===== src/rtl/mini_src_pkg.sv =====
`default_nettype none
// ============================================================================
// Module      : mini_src_pkg
// Description : Opcode, ALU code, instruction class and FSM state definitions
//               shared by the control unit and its instruction decoder.
// Revision    : 1.0
// ============================================================================
package mini_src_pkg;

    localparam logic [4:0] C_OP_LD   = 5'b00000;
    localparam logic [4:0] C_OP_ST   = 5'b00010;
    localparam logic [4:0] C_OP_ADD  = 5'b00011;
    localparam logic [4:0] C_OP_SUB  = 5'b00100;
    localparam logic [4:0] C_OP_AND  = 5'b00101;
    localparam logic [4:0] C_OP_OR   = 5'b00110;
    localparam logic [4:0] C_OP_ADDI = 5'b01100;
    localparam logic [4:0] C_OP_ANDI = 5'b01101;
    localparam logic [4:0] C_OP_ORI  = 5'b01110;
    localparam logic [4:0] C_OP_BR   = 5'b10010;
    localparam logic [4:0] C_OP_JR   = 5'b10011;
    localparam logic [4:0] C_OP_HALT = 5'b11011;

    localparam logic [4:0] C_ALU_ADD = 5'b00011;
    localparam logic [4:0] C_ALU_SUB = 5'b00100;
    localparam logic [4:0] C_ALU_AND = 5'b00101;
    localparam logic [4:0] C_ALU_OR  = 5'b00110;
    localparam logic [4:0] C_ALU_INC = 5'b11111;

    typedef enum logic [3:0] {
        ST_RESET = 4'd0,
        ST_T0    = 4'd1,
        ST_T1    = 4'd2,
        ST_T2    = 4'd3,
        ST_T3    = 4'd4,
        ST_T4    = 4'd5,
        ST_T5    = 4'd6,
        ST_T6    = 4'd7,
        ST_T7    = 4'd8,
        ST_HALT  = 4'd9
    } state_t;

    typedef enum logic [2:0] {
        CLS_RTYPE   = 3'd0,
        CLS_IMM     = 3'd1,
        CLS_LD      = 3'd2,
        CLS_ST      = 3'd3,
        CLS_BR      = 3'd4,
        CLS_JR      = 3'd5,
        CLS_HALT    = 3'd6,
        CLS_ILLEGAL = 3'd7
    } instr_class_t;

endpackage
`default_nettype wire


===== src/rtl/instr_decode.sv =====
`default_nettype none
// ============================================================================
// Module      : instr_decode
// Description : Classifies an opcode and maps immediate ops to their ALU code.
// Revision    : 1.0
// ============================================================================
module instr_decode
    import mini_src_pkg::*;
#(
    parameter int OPC_W = 5
) (
    input  logic [4:0]       i_opcode,
    output instr_class_t     o_class,
    output logic [OPC_W-1:0] o_imm_alu
);

    always_comb begin
        o_class   = CLS_ILLEGAL;
        o_imm_alu = '0;
        case (i_opcode)
            C_OP_ADD, C_OP_SUB, C_OP_AND, C_OP_OR: o_class = CLS_RTYPE;
            C_OP_ADDI: begin
                o_class   = CLS_IMM;
                o_imm_alu = OPC_W'(C_ALU_ADD);
            end
            C_OP_ANDI: begin
                o_class   = CLS_IMM;
                o_imm_alu = OPC_W'(C_ALU_AND);
            end
            C_OP_ORI: begin
                o_class   = CLS_IMM;
                o_imm_alu = OPC_W'(C_ALU_OR);
            end
            C_OP_LD:   o_class = CLS_LD;
            C_OP_ST:   o_class = CLS_ST;
            C_OP_BR:   o_class = CLS_BR;
            C_OP_JR:   o_class = CLS_JR;
            C_OP_HALT: o_class = CLS_HALT;
            default:   o_class = CLS_ILLEGAL;
        endcase
    end

endmodule
`default_nettype wire


===== src/rtl/control_unit.sv =====
`default_nettype none
// ============================================================================
// Module      : control_unit
// Description : Multi-cycle control FSM generating datapath/memory strobes.
// Revision    : 1.0
// ============================================================================
module control_unit
    import mini_src_pkg::*;
#(
    parameter int OPC_W = 5
) (
    input  logic             clk,
    input  logic             clr,
    input  logic [31:0]      ir,
    input  logic             con_ff,
    input  logic             mem_ready,
    output logic             Pout,
    output logic             Pen,
    output logic             IncPC,
    output logic             MARen,
    output logic             MDRen,
    output logic             MDROut,
    output logic             IRen,
    output logic             Yen,
    output logic             Zen,
    output logic             ZLOout,
    output logic             Cout,
    output logic             Read,
    output logic             Write,
    output logic             Gra,
    output logic             Grb,
    output logic             Grc,
    output logic             Rin,
    output logic             Rout,
    output logic             BAout,
    output logic             ConIn,
    output logic [OPC_W-1:0] alu_control,
    output logic             run,
    output logic             illegal
);

    state_t             state_q, state_d;
    logic               t1_first_q, t1_first_d;
    logic               illegal_q, illegal_d;
    instr_class_t       w_class;
    logic [OPC_W-1:0]   w_imm_alu;
    logic [4:0]         w_opcode;
    logic               w_unused_ir;

    assign w_opcode    = ir[31:27];
    assign w_unused_ir = ^ir[26:0];

    instr_decode #(.OPC_W(OPC_W)) u_instr_decode (
        .i_opcode (w_opcode),
        .o_class  (w_class),
        .o_imm_alu(w_imm_alu)
    );

    always_comb begin
        state_d   = state_q;
        illegal_d = illegal_q;
        case (state_q)
            ST_RESET: state_d = ST_T0;
            ST_T0:    state_d = ST_T1;
            ST_T1:    if (mem_ready) state_d = ST_T2;
            ST_T2:    state_d = ST_T3;
            ST_T3: begin
                case (w_class)
                    CLS_JR:   state_d = ST_T0;
                    CLS_HALT: begin
                        state_d   = ST_HALT;
                        illegal_d = 1'b0;
                    end
                    CLS_ILLEGAL: begin
                        state_d   = ST_HALT;
                        illegal_d = 1'b1;
                    end
                    default:  state_d = ST_T4;
                endcase
            end
            ST_T4:    state_d = ST_T5;
            ST_T5:    state_d = (w_class == CLS_RTYPE || w_class == CLS_IMM) ? ST_T0 : ST_T6;
            ST_T6: begin
                if (w_class == CLS_LD)      state_d = mem_ready ? ST_T7 : ST_T6;
                else if (w_class == CLS_ST) state_d = ST_T7;
                else                        state_d = ST_T0;
            end
            ST_T7: begin
                if (w_class == CLS_ST && !mem_ready) state_d = ST_T7;
                else                                 state_d = ST_T0;
            end
            ST_HALT:  state_d = ST_HALT;
            default:  state_d = ST_RESET;
        endcase
        // Pen in T1 fires only on the entry cycle, however long the fetch waits.
        t1_first_d = (state_d == ST_T1) && (state_q != ST_T1);
    end

    always_ff @(posedge clk) begin
        if (!clr) begin
            state_q    <= ST_RESET;
            t1_first_q <= 1'b0;
            illegal_q  <= 1'b0;
        end else begin
            state_q    <= state_d;
            t1_first_q <= t1_first_d;
            illegal_q  <= illegal_d;
        end
    end

    always_comb begin
        {Pout, Pen, IncPC, MARen, MDRen, MDROut, IRen, Yen, Zen, ZLOout, Cout} = '0;
        {Read, Write, Gra, Grb, Grc, Rin, Rout, BAout, ConIn} = '0;
        alu_control = '0;
        run         = (state_q != ST_RESET) && (state_q != ST_HALT);
        illegal     = (state_q == ST_HALT) && illegal_q;
        case (state_q)
            ST_T0: begin
                {Pout, MARen, IncPC, Zen} = 4'b1111;
                alu_control = OPC_W'(C_ALU_INC);
            end
            ST_T1: {ZLOout, Read, MDRen, Pen} = {3'b111, t1_first_q};
            ST_T2: {MDROut, IRen} = 2'b11;
            ST_T3: begin
                case (w_class)
                    CLS_RTYPE, CLS_IMM: {Grb, Rout, Yen}   = 3'b111;
                    CLS_LD, CLS_ST:     {Grb, BAout, Yen}  = 3'b111;
                    CLS_BR:             {Gra, Rout, ConIn} = 3'b111;
                    CLS_JR:             {Gra, Rout, Pen}   = 3'b111;
                    default: ;
                endcase
            end
            ST_T4: begin
                case (w_class)
                    CLS_RTYPE: begin
                        {Grc, Rout, Zen} = 3'b111;
                        alu_control = OPC_W'(w_opcode);
                    end
                    CLS_IMM: begin
                        {Cout, Zen} = 2'b11;
                        alu_control = w_imm_alu;
                    end
                    CLS_LD, CLS_ST: begin
                        {Cout, Zen} = 2'b11;
                        alu_control = OPC_W'(C_ALU_ADD);
                    end
                    CLS_BR: {Pout, Yen} = 2'b11;
                    default: ;
                endcase
            end
            ST_T5: begin
                case (w_class)
                    CLS_RTYPE, CLS_IMM: {ZLOout, Gra, Rin} = 3'b111;
                    CLS_LD, CLS_ST:     {ZLOout, MARen}    = 2'b11;
                    CLS_BR: begin
                        {Cout, Zen} = 2'b11;
                        alu_control = OPC_W'(C_ALU_ADD);
                    end
                    default: ;
                endcase
            end
            ST_T6: begin
                case (w_class)
                    CLS_LD: {Read, MDRen} = 2'b11;
                    CLS_ST: {Gra, Rout, MDRen} = 3'b111;
                    CLS_BR: {ZLOout, Pen} = {con_ff, con_ff};
                    default: ;
                endcase
            end
            ST_T7: begin
                if (w_class == CLS_LD)      {MDROut, Gra, Rin} = 3'b111;
                else if (w_class == CLS_ST) Write = 1'b1;
            end
            default: ;
        endcase
    end

endmodule
`default_nettype wire

===== config.mk =====
export PLATFORM = sky130hd
export DESIGN_NAME = control_unit
export DESIGN_NICKNAME = d
export VERILOG_FILES = /design/src/rtl/mini_src_pkg.sv /design/src/rtl/instr_decode.sv /design/src/rtl/control_unit.sv
export SDC_FILE = /design/constraint.sdc
export NUM_CORES = 1
export LEC_CHECK = 0
export CAP_MARGIN = 25
export CORE_ASPECT_RATIO = 1.25
export CORE_UTILIZATION = 30
export DETAILED_ROUTE_END_ITERATION = 10
export HOLD_SLACK_MARGIN = 0.02
export MAX_ROUTING_LAYER = met4
export PLACE_DENSITY = 0.75
export SLEW_MARGIN = 20
export SYNTH_ARGS = -nofsm -noshare
export SYNTH_HDL_FRONTEND = slang
export SYNTH_SLANG_ARGS = --single-unit

===== constraint.sdc =====
create_clock -name clk -period 2.46 [get_ports clk]
set_input_delay 0.492 -clock clk [delete_from_list [all_inputs] [get_ports clk]]
set_output_delay 0.492 -clock clk [all_outputs]
set_load 0.005 [all_outputs]

==> impl_metrics.ini <==
[worst_setup_path]
worstReg2RegEnd = state_q[0]
crit_type = primary input to primary output
r2r_slack_ps = 560
worstReg2RegStart = state_q[3]
cp-end-kind = primary output
crit_end = alu_control[2]
crit_required_ps = 1970
start_kind = primary input
reg2regPathDepth = 9
cp_max_fo = 6
critPathLaunch = ir[29]
cp_data_arrival_time_ps = 1980

[logic_synthesis]
synth_seq_area_share_pct = 12.4
yosysMostFrequentCell = nand2_1
async_flop_share_pct = 0
synth-edff-count = 0
yosys_register_bits = 6
ys.flop_type = dfxtp_1
ys_top_cells_by_area = dfxtp_1 12%, nand2_1 6.6%, nand2b_1 6.4%, nor2b_1 6.4%, nor2_1 4.3%
synth_nets = 186
yosysUniqueCellTypes = 49
synth_top_area_cell = dfxtp_1
synthTopCellsByCount = 17 x nand2_1, 11 x nor2_1, 10 x clkbuf_1, 10 x nand2b_1, 10 x nor2b_1
synth_area_um2 = 971
synthDominantCellAreaShare_pct = 12.4
syn_avg_cell_area_um2 = 6.47
syn-instance-count = 150
synth_warnings = 0

[cts]
cts_tree = yes
root_buffer = clkbuf_4
clk_path_buf_depth = 2
cts.clk_slew.worst_paths_ps = 40
htree_levels = 1
cts_buffers = 3
clock_sinks = 6
clock_latency_ps = 240

[timing]
tns_ps = -15.3
finalMaxSlewViolations = 0
skew_ps = 2.78
fmax_mhz = 404
finalCritPeriodShare_pct = 101
slew-limit-headroom_pct = 72.5
whs_ps = 510
setup_ws_ps = -15.3
setup_viol_count_final = 1
period_minus_slack_ps = 2480
rsz0062_at_grt = yes
worst_pin_slew_ps = 409
hold_viol = 0

[global_routing]
grt-ovfl-total = 0
grt_max_degree = 18
antenna_found_initial = 0
grt_pass1_wl_um = 5880
track_usage_pct = 23.1
grt_pass1_vias = 1333

[finish]
fillers = 259
syn2layout_area_growth_pct = 92.4
multiInputGateArea_um2 = 902
nNetsFinal = 268
area.sequential_um2 = 121
stdcell_count = 266
antenna_cells = 0
layout-drive-gt1-share_pct = 42.2

[hold_path]
hold_depth = 2
hold_class = flop to flop

[status]
status = finished with violations
violations = setup timing

[placed_design]
numPortBuffers = 35
dp_hpwl_um = 2610
place_congestion = 0.890
place_inst = 248

[drt]
wl_um = 3910
drc = 0
via_per_inst = 5.54
vias = 1473
wl_per_cell_um = 14.7
drtPass1Iterations = 4
antenna_left = 0
dr.first_iter.drc_count = 43

[floorplanning]
initial_core_util_pct = 32.4
dieArea_mm2 = 0.00347
design.core.area_mm2 = 0.00300
rows = 22
ios = 63
fp.dieW_um = 52.9
fp.dieH_um = 65.6

[power_and_ir_drop]
ir_worst_vdd_v = 0.000229
powerDensity_mw_per_mm2 = 263
p_leak_nw = 0.903

[job]
max_cap_violations = 0
## power breakdown
part	leakage [nW]	total [mW]	switching [mW]	internal (mW)
registers	0.0493	0.112	0.00789	0.104
logic	0.840	0.291	0.132	0.159
clock network	0.0138	0.0888	0.0337	0.0551
## cell families after synthesis
family                   count (synthesis)  share of synthesized area (%)
adder cells (fa/ha/maj)                  1                           1.16
multiplexers                             3                           3.09
flip-flops                               6                           12.4
XOR/XNOR                                 2                           1.80
AO/OA/AOI/OAI                           38                           28.0
AND/OR/NAND/NOR                         85                           47.7
buffers and inverters                   15                           5.93
## routing by layer
metal	track usage (%)	share of wire, %	vias up
li1	-	-	711
met1	25.8	40	707
met2	41.5	55	47
met3	1.62	3.0	8
met4	9.21	2.2	0
met5	-	0	-
## flip-flops by register name, summed over array words and instances (netlist names)
name        cells
state_q         4
t1_first_q      1
illegal_q       1
## repair_timing
action	4_1_cts	5_1_grt
hold endpoints to repair	0	0
endpoints found under the setup margin	21	13
setup buffers	12	3
pin swaps	9	5
gates cloned	0	0
resized for setup	72	18
hold buffers	0	0
## worst min path at each step
stage / startpoint / end
after floorplan: illegal_q / illegal_q
after global placement: illegal_q / illegal_q
after detailed placement: illegal_q / illegal_q
after CTS: illegal_q / illegal_q
after global routing: illegal_q / illegal_q
final: illegal_q / illegal_q
## stage by stage
stage | worst slack (ps) | power (mW) | utilization [%] | cell area [um2]
3_3_place_gp | -614 | 0.371 | 53.8 | 1610
6_report | -15.3 | 0.492 | 62.3 | 1870
2_1_floorplan | 328 | 0.229 | - | 971
5_1_grt | -91.0 | 0.527 | 62.3 | 1870
4_1_cts | 1.56 | 0.472 | 59.3 | 1780
3_5_place_dp | -672 | 0.374 | 53.8 | 1610
## cell usage in the layout (no fill, tap or decap), drive strengths merged, types with 7 or more instances in the layout
| master | Yosys | layout |
|---|---|---|
| nor3 | 7 | 7 |
| nor2b | 10 | 10 |
| nand2b | 10 | 10 |
| clkdlybuf4s50 | 0 | 11 |
| buf | 2 | 63 |
| a21oi | 7 | 7 |
| nor2 | 11 | 11 |
| dlygate4sd2 | 0 | 8 |
| o21ai | 10 | 10 |
| nand2 | 17 | 17 |
## layout make-up
class / count / area share [%]
Multi-Input combinational cell: 129 / 48.3
Timing Repair Buffer: 89 / 40.9
Sequential cell: 6 / 6.50
Tap cell: 36 / 2.41
Clock buffer: 3 / 1.21
Inverter: 3 / 0.670
## worst max-delay path, cell delays in order
cell and delay, ps:
buf_6 80, buf_6 110, buf_12 100, nand2b_4 60, a311oi_4 280, nand2_2 150
buf_4 160, a211oi_1 170, or2_1 150, dlygate4sd2_1 230
No activity file was read; power rests on OpenSTA's default activity.
